===== config.mk =====
export PLATFORM = sky130hd
export DESIGN_NAME = prbs_checker_16
export DESIGN_NICKNAME = d
export VERILOG_FILES = /design/src/rtl/prbs_chk_pkg.sv /design/src/rtl/prbs_lane_chk.sv /design/src/rtl/prbs_checker_16.sv
export SDC_FILE = /design/constraint.sdc
export NUM_CORES = 1
export LEC_CHECK = 0
export CAP_MARGIN = 15
export CELL_PAD_IN_SITES_DETAIL_PLACEMENT = 0
export CELL_PAD_IN_SITES_GLOBAL_PLACEMENT = 1
export CORE_MARGIN = 1
export CORE_UTILIZATION = 40
export CTS_CLUSTER_DIAMETER = 120
export DETAILED_ROUTE_END_ITERATION = 8
export PLACE_DENSITY_LB_ADDON = 0.1
export SYNTH_ARGS = -nofsm -noshare
export SYNTH_HDL_FRONTEND = slang
export SYNTH_SLANG_ARGS = --single-unit

===== constraint.sdc =====
create_clock -name clk -period 5.5 [get_ports clk]
set_clock_uncertainty 0.15 [all_clocks]
set_input_delay 1.65 -clock clk [delete_from_list [all_inputs] [get_ports clk]]
set_output_delay 1.65 -clock clk [all_outputs]
set_load 0.01 [all_outputs]

===== src/rtl/prbs_chk_pkg.sv =====
// Shared types and helpers for the 16-lane PRBS receive checker.
// Optional per-lane error counters in prbs_checker_16 are enabled by PRBS_CHK_LANE_CNT_EN.
package prbs_chk_pkg;

    typedef enum logic [1:0] {
        IDLE   = 2'd0,
        FILL   = 2'd1,
        HUNT   = 2'd2,
        LOCKED = 2'd3
    } chk_state_t;

    localparam logic [31:0] PRBS_EQN_DEFAULT = 32'h0010_0002;

    localparam int POP_LANES = 16;
    localparam int POP_W     = $clog2(POP_LANES + 1);

    function automatic logic [POP_W-1:0] popcount(input logic [POP_LANES-1:0] v);
        logic [POP_W-1:0] n;
        n = '0;
        for (int i = 0; i < POP_LANES; i++) begin
            n = n + POP_W'(v[i]);
        end
        return n;
    endfunction

endpackage


===== src/rtl/prbs_lane_chk.sv =====
// One self-synchronising PRBS lane checker: history of received bits, tap prediction
// and registered mismatch flag.
module prbs_lane_chk
    import prbs_chk_pkg::*;
#(
    parameter int                N_PRBS = 32,
    parameter logic [N_PRBS-1:0] EQN    = N_PRBS'(PRBS_EQN_DEFAULT)
) (
    input  logic clk,
    input  logic rst,
    input  logic clr,
    input  logic shift,
    input  logic chk,
    input  logic b,
    output logic mis,
    output logic lane_err
);

    logic [N_PRBS-1:0] hist;

    // History holds received bits only, so a single channel error shows up once
    // directly and once more for every tap it passes through.
    assign mis = (^(hist & EQN)) != b;

    always_ff @(posedge clk) begin
        if (rst || clr) begin
            hist     <= '0;
            lane_err <= 1'b0;
        end else if (shift) begin
            hist     <= {hist[N_PRBS-2:0], b};
            lane_err <= chk & mis;
        end else begin
            lane_err <= 1'b0;
        end
    end

endmodule


===== src/rtl/prbs_checker_16.sv =====
// 16-lane PRBS receive checker with lock FSM and saturating bit-error counter.
// Defining PRBS_CHK_LANE_CNT_EN adds lane_err_cnt, one saturating 16-bit counter per lane.
module prbs_checker_16
    import prbs_chk_pkg::*;
#(
    parameter int                N_LANES    = 16,
    parameter int                N_PRBS     = 32,
    parameter logic [N_PRBS-1:0] EQN        = N_PRBS'(PRBS_EQN_DEFAULT),
    parameter int                LOCK_CNT   = 64,
    parameter int                UNLOCK_THR = 8,
    parameter int                CNT_W      = 32
) (
    input  logic               clk,
    input  logic               rst,
    input  logic               en,
    input  logic [N_LANES-1:0] din,
    input  logic               din_valid,
    input  logic               inv,
    input  logic               clr_cnt,
    output logic [N_LANES-1:0] lane_err,
    output logic               locked,
    output logic [1:0]         state,
    output logic [CNT_W-1:0]   err_cnt
`ifdef PRBS_CHK_LANE_CNT_EN
    ,
    output logic [N_LANES*16-1:0] lane_err_cnt
`endif
);

    localparam int FILL_W  = $clog2(N_PRBS + 1);
    localparam int CLEAN_W = $clog2(LOCK_CNT + 1);
    localparam int BAD_W   = $clog2(UNLOCK_THR + 1);

    function automatic logic [CNT_W-1:0] sat_add(input logic [CNT_W-1:0] a,
                                                 input logic [POP_W-1:0] b);
        logic [CNT_W:0] s;
        s = {1'b0, a} + {{(CNT_W + 1 - POP_W){1'b0}}, b};
        return s[CNT_W] ? {CNT_W{1'b1}} : s[CNT_W-1:0];
    endfunction

    chk_state_t         st, st_nxt;
    logic [FILL_W-1:0]  fill_cnt, fill_nxt;
    logic [CLEAN_W-1:0] clean_cnt, clean_nxt;
    logic [BAD_W-1:0]   bad_cnt, bad_nxt;
    logic [N_LANES-1:0] mis;
    logic               any_err;
    logic               shift;
    logic               vld_p1;

    assign shift   = en && din_valid && (st != IDLE);
    assign any_err = |mis;
    assign state   = st;

    for (genvar i = 0; i < N_LANES; i++) begin : g_lane
        prbs_lane_chk #(
            .N_PRBS (N_PRBS),
            .EQN    (EQN)
        ) u_lane (
            .clk      (clk),
            .rst      (rst),
            .clr      (!en),
            .shift    (shift),
            .chk      (st != FILL),
            .b        (din[i] ^ inv),
            .mis      (mis[i]),
            .lane_err (lane_err[i])
        );
    end

    always_comb begin
        st_nxt    = st;
        fill_nxt  = fill_cnt;
        clean_nxt = clean_cnt;
        bad_nxt   = bad_cnt;
        if (!en) begin
            st_nxt    = IDLE;
            fill_nxt  = '0;
            clean_nxt = '0;
            bad_nxt   = '0;
        end else begin
            case (st)
                IDLE: begin
                    st_nxt    = FILL;
                    fill_nxt  = '0;
                    clean_nxt = '0;
                    bad_nxt   = '0;
                end
                FILL: if (din_valid) begin
                    if (fill_cnt == FILL_W'(N_PRBS - 1)) begin
                        st_nxt    = HUNT;
                        clean_nxt = '0;
                    end else begin
                        fill_nxt = fill_cnt + FILL_W'(1);
                    end
                end
                HUNT: if (din_valid) begin
                    if (any_err) begin
                        clean_nxt = '0;
                    end else if (clean_cnt == CLEAN_W'(LOCK_CNT - 1)) begin
                        st_nxt  = LOCKED;
                        bad_nxt = '0;
                    end else begin
                        clean_nxt = clean_cnt + CLEAN_W'(1);
                    end
                end
                LOCKED: if (din_valid) begin
                    if (!any_err) begin
                        bad_nxt = '0;
                    end else if (bad_cnt == BAD_W'(UNLOCK_THR - 1)) begin
                        st_nxt    = HUNT;
                        clean_nxt = '0;
                    end else begin
                        bad_nxt = bad_cnt + BAD_W'(1);
                    end
                end
                default: st_nxt = IDLE;
            endcase
        end
    end

    always_ff @(posedge clk) begin
        if (rst) begin
            st        <= IDLE;
            fill_cnt  <= '0;
            clean_cnt <= '0;
            bad_cnt   <= '0;
            locked    <= 1'b0;
            vld_p1    <= 1'b0;
        end else begin
            st        <= st_nxt;
            fill_cnt  <= fill_nxt;
            clean_cnt <= clean_nxt;
            bad_cnt   <= bad_nxt;
            locked    <= (st_nxt == LOCKED);
            vld_p1    <= en && din_valid && (st == LOCKED);
        end
    end

    // p1 -> p2: lane_err produced while LOCKED is accumulated one cycle later
    always_ff @(posedge clk) begin
        if (rst || clr_cnt) begin
            err_cnt <= '0;
        end else if (vld_p1) begin
            err_cnt <= sat_add(err_cnt, popcount(lane_err));
        end
    end

`ifdef PRBS_CHK_LANE_CNT_EN
    for (genvar i = 0; i < N_LANES; i++) begin : g_lcnt
        always_ff @(posedge clk) begin
            if (rst || clr_cnt) begin
                lane_err_cnt[i*16 +: 16] <= '0;
            end else if (vld_p1 && lane_err[i] && (lane_err_cnt[i*16 +: 16] != 16'hFFFF)) begin
                lane_err_cnt[i*16 +: 16] <= lane_err_cnt[i*16 +: 16] + 16'd1;
            end
        end
    end
`endif

endmodule


==> Yosys cells after proc, flatten, opt, wreduce, memory -nomap -nowiden <==
Index checks and enable logic that the tools add are counted.
W data, S select, Z words.
{ "op_classes": {"add_sub_neg": 19, "eq_ne": 35, "n_mux": 30, "bitwise": 34, "n_reduce_logical": 32} }
{ "ops": {"columns": ["operator", "count"], "rows": [
  ["$reduce_xor A32 Y1", 16],
  ["$mux W7", 8],
  ["$add A5 B1 Y5", 11],
  ["$add A32 B5 Y33", 1],
  ["$mux W32", 1],
  ["$pmux W7 S4", 1],
  ["$mux W4", 6],
  ["$mux W2", 9],
  ["$ne A2 B2 Y1 const B", 9],
  ["$and A1 B1 Y1", 16],
  ["$ne A1 B1 Y1", 16],
  ["$reduce_or A16 Y1", 1],
  ["$xor A1 B1 Y1", 16],
  ["$mux W6", 2],
  ["$pmux W4 S3", 1],
  ["$pmux W6 S2", 1],
  ["$pmux W2 S4", 1],
  ["$add A7 B1 Y7 const B", 1],
  ["$eq A7 B6 Y1 const B", 1],
  ["$reduce_and A7 Y1", 1],
  ["$add A6 B1 Y6 const B", 1],
  ["$eq A2 B2 Y1 const B", 3],
  ["$eq A6 B5 Y1 const B", 1],
  ["$ne A3 B3 Y1 const B", 2],
  ["other kinds (18)", 24]
]} }
{ "totals": {"reg_bits": 405, "input_bits": 22, "out_inout_bits": 51} }

==> Depth between registers and ports, before layout <==
Gate-level depths: netlist of the first run.
{ "logic_depth": {"ltp_word": 17, "mapped_depth": 17} }

==> By module <==
Synthesis of the first run repeated with hierarchy kept, for this count alone.
{ "hier_totals": {"hier_cells": 1569, "hier_area_um2": 16273.1} }
{ "by_module_without_submodules": {"columns": ["module", "instances", "cells_per_inst", "area_each_um2", "seq_area_each_um2"], "rows": [
  ["prbs_lane_chk", 16, 74, 805.8, 440.4],
  ["prbs_checker_16", 1, 385, 3380.7, 1061.0]
]} }

==> Worst setup path before layout of the first run <==
OpenSTA, ideal clock, no wires.
{ "synth_path": {"path_type": "flip-flop to flip-flop", "start": "register err_cnt[0]", "end": "register err_cnt[18]", "arrival_time_ps": 4338, "t_required_ps": 5280, "path_slack_ps": 942, "path_stages_with_launch": 16, "n_path_buf": 0, "synth_period_minus_slack_ps": 4558, "path_cell_list": "dfxtp_1 > fa_1 > inv_1 > fa_1 > fa_1 > fa_1 > fa_1 > inv_1 > fa_1 > a21o_1 > a21oi_1 > o21ai_0 > nand4_1 > or3_1 > xor2_1 > a21oi_1"} }
{ "synth_via": {"elab_chain_cells": 2} }
{ "synth_lines": {"columns": ["item", "line", "text"], "rows": [
  ["start: declaration", "prbs_checker_16.sv:23", "output logic [CNT_W-1:0] err_cnt"],
  ["start signal: assignment", "prbs_checker_16.sv:144", "err_cnt <= sat_add(err_cnt, popcount(lane_err));"],
  ["$add A32 B5 Y33", "prbs_checker_16.sv:37", "s = {1'b0, a} + {{(CNT_W + 1 - POP_W){1'b0}}, b};"],
  ["$mux W32", "prbs_checker_16.sv:38", "return s[CNT_W] ? {CNT_W{1'b1}} : s[CNT_W-1:0];"]
]} }
No other way between the ends.
A chain may end at the register's enable or synchronous reset.

==> Worst setup path after layout of the first run <==
{ "layout_path": {"start": "register err_cnt[0]", "end": "register err_cnt[17]"} }
The elaborated chain is that of the path after synthesis.

==> results of run 1 <==
## path summary, 6_finish.rpt
| check | slack [ns] | cells past startpoint | endpoint |
|---|---|---|---|
| setup / recovery | 0.65 | 14 | err_cnt[17] |
| hold / removal | 0.28 | 2 | clean_cnt[6] |
| setup reg to reg | 0.65 | 14 | err_cnt[17] |
| hold reg to reg | 0.28 | 2 | clean_cnt[6] |
## power by group
part	switching, W	internal [W]	total, W
registers	0.00000212	0.00294	0.00294
clock network	0.00119	0.00187	0.00305
logic	0.000126	0.0000491	0.000175
total	0.00131	0.00485	0.00617
## cells by family (layout without fill, tap and decap cells)
kind of cell | after synthesis | count (layout) | share of synthesized area, %
AOI/OAI and AO/OA | 426 | 426 | 15.0
xor gates and xnor gates | 78 | 78 | 4.47
adders and majority gates | 28 | 28 | 2.82
buffers and inverters | 183 | 205 | 5.00
DFF | 405 | 405 | 52.0
and+or+nand+nor | 805 | 805 | 20.7
## layout make-up
class,instances,share of cell area (%)
flip-flops and latches,405,44.9
multi-input cells,1337,37.3
clock buffers,68,7.62
repair buffers,85,4.95
well taps,511,3.54
clock inverters,15,0.894
inverters,37,0.770
## per-layer routing
layer | up-vias | share of wire (%) | wire length (um)
li1 | 6228 | - | -
met1 | 5509 | 49 | 15800
met2 | 160 | 45 | 14600
met3 | 48 | 4.0 | 1290
met4 | 0 | 2.2 | 723
met5 | - | 0 | 0
## worst min-delay path: stages, from the launching register on
cell and delay, ns:
dfxtp_1 0.31, nand2_1 0.05, a21oi_1 0.03
## per-stage QoR
stage	hold slack [ns]	power, W	instances	utilization, %	worst slack [ns]
final	0.284	0.00617	2458	47.5	0.655
after global routing	0.306	0.00642	2458	47.5	0.251
after CTS	0.287	0.00628	2458	47.5	0.570
after detailed placement	0.278	0.00318	2375	43.4	0.596
after global placement	0.271	0.00318	2375	43.4	0.663
after floorplan	0.262	0.00312	1925	-	0.942
## layout by cell type (no fill, tap or decap), types with 3 or more instances in the layout
cell type and instances:
nor2_1 52, o211a_1 3, o22ai_1 4, buf_4 7
fa_1 12, clkbuf_1 9, xnor2_1 72, a211oi_1 23
nand2b_1 7, xor2_1 4, a211oi_2 3, a2111oi_0 5
clkdlybuf4s50_1 72, nand2_1 672, ha_1 16, buf_12 6
nand3_1 17, dfxtp_1 405, bufinv_16 3, nor3_1 5
clkbuf_8 12, clkbuf_16 47, and3_1 7, a21oi_1 356
or3_1 3, nand4_1 15, inv_1 37, clkinv_2 9
nor2b_1 3, and4_1 3, and2_1 6, o21ai_0 12
## flip-flops by register name (all words and copies together), names as in the netlist
signal / cells
bad_cnt: 4
clean_cnt: 7
err_cnt: 32
fill_cnt: 6
g_lane.u_lane.hist: 336
g_lane.u_lane.lane_err: 16
locked: 1
state: 2
vld_p1: 1
==> results.cfg, run 1 <==
[synthesis]
synth_top_cells_by_count = 672 x nand2_1, 405 x dfxtp_1, 356 x a21oi_1
yosysWarnings = 0
synth_enable_flop_cells = 0
synth_area_leader_cell = dfxtp_1
avgSynthCellArea_um2 = 8.11
synth_area_leaders = dfxtp_1 52%, nand2_1 16%, a21oi_1 11%, xnor2_1 4.0%, clkbuf_1 2.8%
synth_area_um2 = 15600
yosysSeqAreaShare_pct = 52.0
synth-seq-cells = 405
yosysMostFrequentCell = nand2_1
netlist.area_leader.share_pct = 52.0
synth_nets = 1975
netlist_instances = 1925
ys.flop_type = dfxtp_1
synth_cell_types = 57
synthArstFlopShare_pct = 0

[global_route]
grt_antenna_before_repair = 0
use_met1_pct = 22.4
grt_max_degree = 170
grt-ovfl-total = 0
grt_use_met3_pct = 3.16
grt_pass1_vias = 10700
met2_usage_pct = 25.6
grt_usage_pct = 16.4
grt_first_pass_wirelength_um = 53600
top_usage_layer = met2

[routing]
finalWirelength_um = 32400
wl_per_cell_um = 13.2
drc = 0
routed_via_density = 4.86
drt_pass1_iterations = 5
drtIter0Drc = 729
dr_total_vias = 11900
ant_nets = 0

[worst_setup_path]
path_class = reg -> reg
crit_slowest_cell = fa_1
crit_family = adder cells
cpMostUsedCell = fa_1
crit_path_cell_trace = fa_1 -> inv_1 -> fa_1 -> fa_1 -> fa_1 -> fa_1 -> inv_1 -> fa_1 -> a21o_1 -> a21oi_1 -> o21ai_0 -> and4_1 -> nand2b_2 -> a21oi_1
cp-end-kind = flip-flop
critical_path.startpoint = err_cnt[0]
cp_max_fo = 23
worstPathRequired_ns = 5.82
arrival_ns = 5.17
path_buf_inv = 2
cp-start-kind = flip-flop
cpPeakStageDelay_ns = 0.54
crit-reg2reg-launch = err_cnt[0]

[placed_design]
io_buffers = 72
dp_hpwl_um = 18600
place_area_um2 = 16500
gp_congestion = 0.783

[final_layout]
drive_gt1_share_pct = 5.34
antenna_cells = 0
final_area_um2 = 18000
multi_input_area_um2 = 6730
n_fill_cell = 3788
final_nets = 1961
syn_to_final_growth_pct = 15.6
seqCellArea_um2 = 8110

[power]
powerDensity_nw_per_um2 = 342
p_leak_nw = 5.61
ir_worst_vdd_v = 0.000192

[clock_tree]
cts_setup_buffers = 0
clockBufferDepth = 3
cts.sinks = 405
htreeDepth = 2
cts_resized = 0
cts.clk_slew.worst_paths_ns = 0.06
cts_tree = yes
clock_latency_ns = 0.55
cts_made_buffers = 45
cts_hold_buf = 0
cts_root_buf = clkbuf_16

[worst_hold_path]
hp-class = reg -> reg
worstHoldStart = clean_cnt[6]

[timing]
max_slew_margin_pct = 46.8
maxSlewViolCount = 0
finalSetupViolCount = 0
setup-tns-final_ns = 0
post-route-period-util_pct = 88.1
hold_violations = 0
worst_pin_slew_ns = 0.797
layout_min_cycle_time_ns = 4.85
rsz0062_at_grt = false
max_freq_mhz = 206

[die]
die_w_um = 200
row_count = 71
io_pins = 73
start_util_pct = 41.0
core_um2 = 38000
dieArea_um2 = 39800
die_y_um = 200

[job]
cap_violations = 0

[status]
status = complete, no violations
Note: power is estimated with default switching activity, not from simulation.
==> run 2: changes to the inputs <==
--- a/config.mk
+++ b/config.mk
@@ -12,6 +12,7 @@
 export CORE_UTILIZATION = 40
 export CTS_CLUSTER_DIAMETER = 120
 export DETAILED_ROUTE_END_ITERATION = 8
+export GPL_TIMING_DRIVEN = 0
 export PLACE_DENSITY_LB_ADDON = 0.1
 export SYNTH_ARGS = -nofsm -noshare
 export SYNTH_HDL_FRONTEND = slang
==> results.cfg, run 2 (synthesis results as in run 1) <==
[routing]
ant_nets = 0
drc = 0
drt_pass1_iterations = 5
finalWirelength_um = 35600
dr_total_vias = 12600
wl_per_cell_um = 13.8
routed_via_density = 4.85
drtIter0Drc = 598

[worst_setup_path]
path_class = reg -> reg
cp.depth = 15
reg2reg_to = err_cnt[18]
cpPeakStageDelay_ns = 0.56
cp-end-kind = flip-flop
rrSetupSlack_ns = 0.41
crit_end = err_cnt[18]
path_buf_inv = 2
worstPathRequired_ns = 5.83
r2r_cells = 15
cpMostUsedCell = fa_1
critical_path.startpoint = err_cnt[0]
crit_slowest_cell = fa_1
crit_path_cell_trace = fa_1 -> inv_1 -> fa_1 -> fa_1 -> fa_1 -> fa_1 -> inv_1 -> fa_1 -> a21o_1 -> a21oi_1 -> o21ai_0 -> nand4_1 -> or3_1 -> xor2_1 -> a21oi_1
cp-start-kind = flip-flop
crit-reg2reg-launch = err_cnt[0]
cp_max_fo = 7
arrival_ns = 5.42
crit_family = adder cells

[final_layout]
drive_gt1_share_pct = 5.39
final_nets = 2093
regMostFlops = g_lane.u_lane.hist
multi_input_area_um2 = 6720
final_common_cell = nand2_1
syn_to_final_growth_pct = 18.6
seqCellArea_um2 = 8110
antenna_cells = 0
reg_top3 = g_lane.u_lane.hist (336), err_cnt (32), g_lane.u_lane.lane_err (16)
utilization_pct = 48.7
final_cell_mix = 672 x nand2_1, 405 x dfxtp_1, 356 x a21oi_1
largest_register_ffs = 336
n_fill_cell = 3852

[timing]
layout_min_cycle_time_ns = 5.09
post-route-period-util_pct = 92.6
maxSlewViolCount = 0
max_freq_mhz = 196
worst_pin_slew_ns = 0.849
max_slew_margin_pct = 43.4
finalSetupViolCount = 0
setup-tns-final_ns = 0
hold_violations = 0
rsz0062_at_grt = false

[status]
status = complete, no violations

[die]
start_util_pct = 41.0
die_y_um = 200
row_count = 71
core_um2 = 38000
io_pins = 73
dieArea_um2 = 39800
die_w_um = 200

[clock_tree]
cts_root_buf = clkbuf_16
cts_hold_buf = 0
htreeDepth = 2
clock_latency_ns = 0.57
cts_made_buffers = 45
clockBufferDepth = 3
cts_setup_buffers = 0
cts.clk_slew.worst_paths_ns = 0.06
cts.sinks = 405
cts_tree = yes

[power]
ir_worst_vdd_v = 0.000275
powerDensity_nw_per_um2 = 335
p_leak_nw = 5.78

[global_route]
grt_max_degree = 14
grt_first_pass_wirelength_um = 58400
grt-ovfl-total = 0
grt_usage_pct = 18.2
grt_antenna_before_repair = 0
grt_pass1_vias = 11700

[placed_design]
io_buffers = 71
gp_congestion = 0.799
dp_hpwl_um = 24600

[job]
cap_violations = 0

[worst_hold_path]
hp-class = reg -> reg
==> run 2: changes by cell type in the layout (fill, tap and decap cells not counted), moves of 2 or more <==
cell / change
clkinv_2: -4
clkbuf_8: +6
buf_1: +8
buf_2: +4
buf_4: +10
clkbuf_1: +114
buf_12: -5
inv_6: -2
==> run 2: worst min path at each step <==
stage                                         from                  endpoint  slack (ns)  cells after the start
after floorplan                       clean_cnt[6]              clean_cnt[6]        0.26                      2
after CTS                             clean_cnt[6]              clean_cnt[6]        0.29                      2
after global placement                clean_cnt[6]              clean_cnt[6]        0.27                      2
final                                 clean_cnt[6]              clean_cnt[6]        0.29                      2
after global routing      g_lane[9].u_lane.hist[3]  g_lane[9].u_lane.hist[4]        0.31                      2
after detailed placement              clean_cnt[6]              clean_cnt[6]        0.28                      2
==> run 2: power breakdown <==
part	total, W	switching [W]	internal [W]
logic	0.000193	0.000138	0.0000551
clock network	0.00307	0.00120	0.00187
registers	0.00294	0.00000252	0.00294
total	0.00621	0.00134	0.00486
==> run 2: worst register-to-register path, stage by stage (launching register included) <==
cell	delay, ns
dfxtp_1	0.39
fa_1	0.56
inv_1	0.05
fa_1	0.47
fa_1	0.53
fa_1	0.42
fa_1	0.39
inv_1	0.08
fa_1	0.20
a21o_1	0.13
a21oi_1	0.10
o21ai_0	0.37
nand4_1	0.42
or3_1	0.46
xor2_1	0.15
a21oi_1	0.13
==> run 2: area by class of cell <==
type                    count  area share [%]
flip-flops and latches    405            43.8
multi-input cells        1337            36.3
clock buffers              72            7.72
repair buffers             71            3.84
plain buffers             146            3.46
well taps                 511            3.46
inverters                  37           0.751
clock inverters            10           0.636
==> run 2: timing repair <==
| action | 4_1_cts | 5_1_grt |
|---|---|---|
| gates resized for setup | 0 | 1 |
| endpoints found under the hold margin | 0 | 0 |
| setup endpoints to repair | 0 | 1 |
==> run 2: stage by stage <==
step,worst slack [ns],hold slack [ns],power (W),area [um2],cells
finish,0.409,0.293,0.00621,18500,2589
CTS,0.351,0.286,0.00630,18500,2589
global route,0.0460,0.307,0.00643,18500,2589
floorplan,0.942,0.262,0.00312,15600,1925
detailed placement,0.389,0.278,0.00320,17000,2507
global placement,0.370,0.270,0.00320,17000,2507
==> run 2: layer usage <==
| layer | share of wire (%) | track usage [%] |
|---|---|---|
| met1 | 49 | 24.3 |
| met4 | 2.8 | 6.67 |
| met3 | 3.2 | 2.80 |
| met2 | 45 | 29.7 |
| met5 | 0 | 0 |
==> run 3: changes to the inputs <==
--- a/config.mk
+++ b/config.mk
@@ -17,3 +17,4 @@
 export SYNTH_ARGS = -nofsm -noshare
 export SYNTH_HDL_FRONTEND = slang
 export SYNTH_SLANG_ARGS = --single-unit
+export TNS_END_PERCENT = 100
==> results of run 3 <==
Same layout as run 2: the final DEF is identical, and so are final timing and power.
==> variant 1, RTL diff (flow settings as in run 2) <==
One comparison of `bad_cnt` changes from == to >=.
--- a/src/rtl/prbs_checker_16.sv
+++ b/src/rtl/prbs_checker_16.sv
@@ -107,5 +107,5 @@
                     if (!any_err) begin
                         bad_nxt = '0;
-                    end else if (bad_cnt == BAD_W'(UNLOCK_THR - 1)) begin
+                    end else if (bad_cnt >= BAD_W'(UNLOCK_THR - 1)) begin
                         st_nxt    = HUNT;
                         clean_nxt = '0;
Formal check against the unedited RTL: same outputs for any inputs over 4 cycles, from zero or initial values and one cycle with rst high; that may be too few to reach the edited logic, so the function may still have changed.
==> variant 1 against run 2 <==
- area after synthesis fell by 0.57%
- total power fell by 2.4%
- setup slack improved by 0.045 ns
- wire length fell by 0.72%
- sequential share of layout area rose by 0.45 points
- cell area fell by 1.0%
- via count fell by 0.67%
- global-route usage fell by 0.069 points
- sequential cell count did not move
- count of clock-buffer cells in the layout fell by 2
==> variant 1: results (changes against run 2) <==
cts_buffers: 45  # unchanged
fill_cells: 3822  # -0.78%
critPathArrivalTime_ns: 5.37  # -0.05 ns
combPwrFrac_pct: 3.1  # about the same
synth_xor_xnor_area_share_pct: 4.01  # -0.47 points
drive_above_1_share_pct: 4.87  # -0.52 points
grt_usage_pct: 18.2  # -0.069 points
post-cts-setup-buffer-count: 0  # unchanged
muxShareOfSynthArea_pct: 0.129  # +0.13 points
gp_congestion: 0.779  # -2.5%
antenna_found_initial: 1  # +1
grt_pass1_vias: 11438  # -2.3%
cp_slowest_cell: "fa_1"
nets: 2089  # -0.19%
yosys.area_share.adder_pct: 2.84  # +0.016 points
dp_hpwl_um: 24500  # -0.71%
grt_max_degree: 13  # -1
root_buffer: "clkbuf_16"
wire_per_inst_um: 13.7  # -0.53%
first_pass_iters: 4  # -1
vias: 12485  # -0.67%
p_leak_nw: 5.71  # -1.1%
synth_cell_type_count: 54  # -5.3%
power_switching_mw: 1.32  # -1.6%
ys_async_sr_fraction_pct: 0  # unchanged
synth_compound_area_share_pct: 14.8  # -0.27 points
synthTopCellsByCount: "nand2_1, dfxtp_1, a21oi_1"
status: "complete, no violations"
worst_pin_slew_ns: 0.727  # -0.122 ns
p_clk_mw: 2.93  # -5%
ir_drop_v: 0.000193  # -30%
synth_area_leaders: "dfxtp_1, nand2_1, a21oi_1, xnor2_1, clkbuf_1"
path_max_fanout: 10  # +3
yosysSeqAreaShare_pct: 52.3  # +0.30 points
syn-num-nets: 1971  # -0.20%
drtIter0Drc: 618  # +3.3%
top_regs: "g_lane.u_lane.hist: 336 flops, err_cnt: 32 flops, g_lane.u_lane.lane_err: 16 flops"
grt_pass1_wl_um: 57900  # -0.85%
variant 1: cell types whose count changed after synthesis, moves of 6 or more:
| cell | before | now |
|---|---|---|
| xnor2_1 | 72 | 57 |
| a21oi_1 | 356 | 343 |
| a31oi_1 | 1 | 14 |
| xor2_1 | 4 | 14 |
| nor3_1 | 5 | 12 |
| nand2_1 | 672 | 666 |
variant 1: metrics by stage:
step	setup WS, ns	hold slack [ns]	power (mW)	std cells	instance area (um2)
2_1_floorplan	0.803	0.262	3.12	1921	15500
3_3_place_gp	0.458	0.269	3.20	2503	16900
3_5_place_dp	0.460	0.276	3.20	2503	16900
4_1_cts	0.425	0.284	6.15	2584	18300
5_1_grt	0.155	0.295	6.29	2584	18300
6_report	0.455	0.284	6.06	2584	18300
variant 1: worst paths after layout:
path	end	slack, ns	from	cells past startpoint
min	g_lane[11].u_lane.hist[6]	0.28	g_lane[11].u_lane.hist[5]	2
max	err_cnt[25]	0.45	err_cnt[0]	18
max reg2reg	err_cnt[25]	0.45	err_cnt[0]	18
min reg2reg	g_lane[11].u_lane.hist[6]	0.28	g_lane[11].u_lane.hist[5]	2
variant 1: layer usage:
metal  part of all wire, %  track usage [%]  up-vias
met3                   3.6             3.29       54
li1                      -                -     6499
met4                   2.3             6.15        2
met2                    46             29.6      150
met5                 0.034                0        -
met1                    48             24.1     5780
variant 1: layout make-up:
| class | instances | share of cell area, % |
|---|---|---|
| Sequential cell | 405 | 44.3 |
| Multi-Input combinational cell | 1323 | 35.9 |
| Clock buffer | 70 | 7.44 |
| Timing Repair Buffer | 71 | 3.88 |
| Buffer | 151 | 3.65 |
| Tap cell | 511 | 3.49 |
| Inverter | 42 | 0.861 |
| Clock inverter | 11 | 0.471 |
==> variant 2, RTL diff (settings of run 2) <==
Without the edit above. `N_PRBS` is set to 32 in 2 places; all go to 16.
--- a/src/rtl/prbs_lane_chk.sv
+++ b/src/rtl/prbs_lane_chk.sv
@@ -4,5 +4,5 @@
     import prbs_chk_pkg::*;
 #(
-    parameter int                N_PRBS = 32,
+    parameter int                N_PRBS = 16,
     parameter logic [N_PRBS-1:0] EQN    = N_PRBS'(PRBS_EQN_DEFAULT)
 ) (
--- a/src/rtl/prbs_checker_16.sv
+++ b/src/rtl/prbs_checker_16.sv
@@ -5,5 +5,5 @@
 #(
     parameter int                N_LANES    = 16,
-    parameter int                N_PRBS     = 32,
+    parameter int                N_PRBS     = 16,
     parameter logic [N_PRBS-1:0] EQN        = N_PRBS'(PRBS_EQN_DEFAULT),
     parameter int                LOCK_CNT   = 64,
Behaviour: same outputs for any inputs over 4 cycles, from zero or initial values and one cycle with rst high; that may be too few to reach the edited logic, so the function may still have changed.
==> variant 2 against run 2 <==
- setup slack improved by 0.099 ns
- total power fell by 76%
- sequential cell count fell by 305
- area after synthesis fell by 66%
- synthesized cell count fell by 66%
- highest routed layer unchanged
- via count fell by 64%
- clock power fell by 78%
- core utilization rose by 2.8 points
- wire length fell by 64%
- global-route usage rose by 1.0 points
- cell area fell by 64%
==> variant 2: results (changes against run 2) <==
critical-path-max-stage-delay_ns: 0.54  # -0.02 ns
signal_buffers: 116  # -47%
inv_count: 55  # +49%
ir_drop_v: 0.000163  # -40%
port_buffers: 72  # +1.4%
grt_pass1_wl_um: 21400  # -63%
seq_area_um2: 2000  # -75%
nets: 784  # -63%
relSlewSlack_pct: 57.0  # +14 points
drtIter0Drc: 331  # -45%
die-area_um2: 13900  # -65%
r2r_end: "err_cnt[27]"
synthTopCellsByCount: "dfxtp_1, nand2_1, nor2_1"
synth_area_leaders: "dfxtp_1, xnor2_1, nand2_1, nor2_1, fa_1"
p_leak_nw: 2.39  # -59%
critPathArrivalTime_ns: 5.05  # -0.37 ns
synth_compound_area_share_pct: 13.8  # -1.2 points
buf_share_pct: 14.6  # +7.3 points
yosys.area_share.adder_pct: 8.43  # +5.6 points
status: "complete, no violations"
top_regs: "err_cnt: 32 flops, g_lane.u_lane.hist: 32 flops, g_lane.u_lane.lane_err: 16 flops"
nMultiInputCombCells: 451  # -66%
placed_cell_area_um2: 6310  # -63%
instances_no_fill: 910  # -65%
path_max_fanout: 10  # +3
multi_input_area_share_pct: 44.0  # +7.7 points
fill_cells: 1248  # -68%
yosysSeqAreaShare_pct: 37.3  # -15 points
gp_congestion: 0.810  # +1.4%
drive_above_1_share_pct: 6.64  # +1.2 points
route.final.wire_length_um: 13000  # -64%
syn-instance-count: 650  # -66%
cts_buffers: 9  # -80%
synth_cell_type_count: 61  # +7.0%
dp_hpwl_um: 9770  # -60%
ctsHtreeMaxLevel: 3  # +1
muxShareOfSynthArea_pct: 0.373  # +0.37 points
synth_xor_xnor_area_share_pct: 8.81  # +4.3 points
clkLatencyLatePin_ns: 0.34  # -0.23 ns
grt_max_degree: 16  # +2
clkbuf_count: 11  # -85%
vias: 4575  # -64%
clkCellAreaFrac_pct: 4.80  # -3.6 points
r2r_setup_slack_ns: 0.51  # +0.10 ns
whs_path_depth: 1  # -1
syn-num-nets: 701  # -65%
clockBufferDepth: 2  # -1
place_inst: 894  # -64%
grt_pass1_vias: 4330  # -63%
variant 2: cell types whose count changed in the layout (fill, tap and decap cells not counted), moves of 12 or more:
cell,change
a21oi_1,-322
nand2_1,-593
xnor2_1,-38
nor3b_1,+13
clkbuf_8,-17
inv_1,+18
clkbuf_1,-102
nand3_1,+12
clkbuf_16,-37
o21ai_0,+12
dfxtp_1,-305
nor2_1,+14
xor2_1,+16
variant 2: worst max path at each step:
stage	endpoint	slack, ns
2_1_floorplan	err_cnt[11]	0.92
3_3_place_gp	err_cnt[19]	0.41
3_5_place_dp	err_cnt[27]	0.40
4_1_cts	err_cnt[15]	0.39
5_1_grt	err_cnt[31]	0.16
6_report	err_cnt[27]	0.51
variant 2: power by group:
group	switching (mW)	internal, mW
registers	0.00204	0.726
clock network	0.278	0.409
logic	0.0564	0.0420
total	0.336	1.18
variant 2: timing repair:
item                       in CTS  in global routing
setup endpoints to repair       0                  1
gates resized for setup         0                  1
hold buffers                    0                  0
variant 2: worst register-to-register path: stages (launching register included):
cell       delay, ns
dfxtp_1         0.35
fa_1            0.54
inv_1           0.05
fa_1            0.53
fa_1            0.44
fa_1            0.51
fa_1            0.19
inv_1           0.05
fa_1            0.40
a21o_1          0.20
a21oi_1         0.24
o21ai_1         0.18
nand3_1         0.36
nand4bb_1       0.18
clkbuf_1        0.32
o21ai_0         0.16
variant 2: metrics by stage:
stage	hold WS, ns	util (%)
4_1_cts	0.300	51.4
2_1_floorplan	0.269	-
3_5_place_dp	0.293	49.0
5_1_grt	0.320	51.4
6_report	0.295	51.4
3_3_place_gp	0.279	49.0
variant 2: per-layer routing:
layer  global-route usage [%]  share of wire [%]  vias up
met3                     3.54                3.5       12
met5                        0                  0        -
met1                     26.3                 50     2126
met4                     6.25                1.2        0
met2                     30.5                 45       96
li1                         -                  -     2341
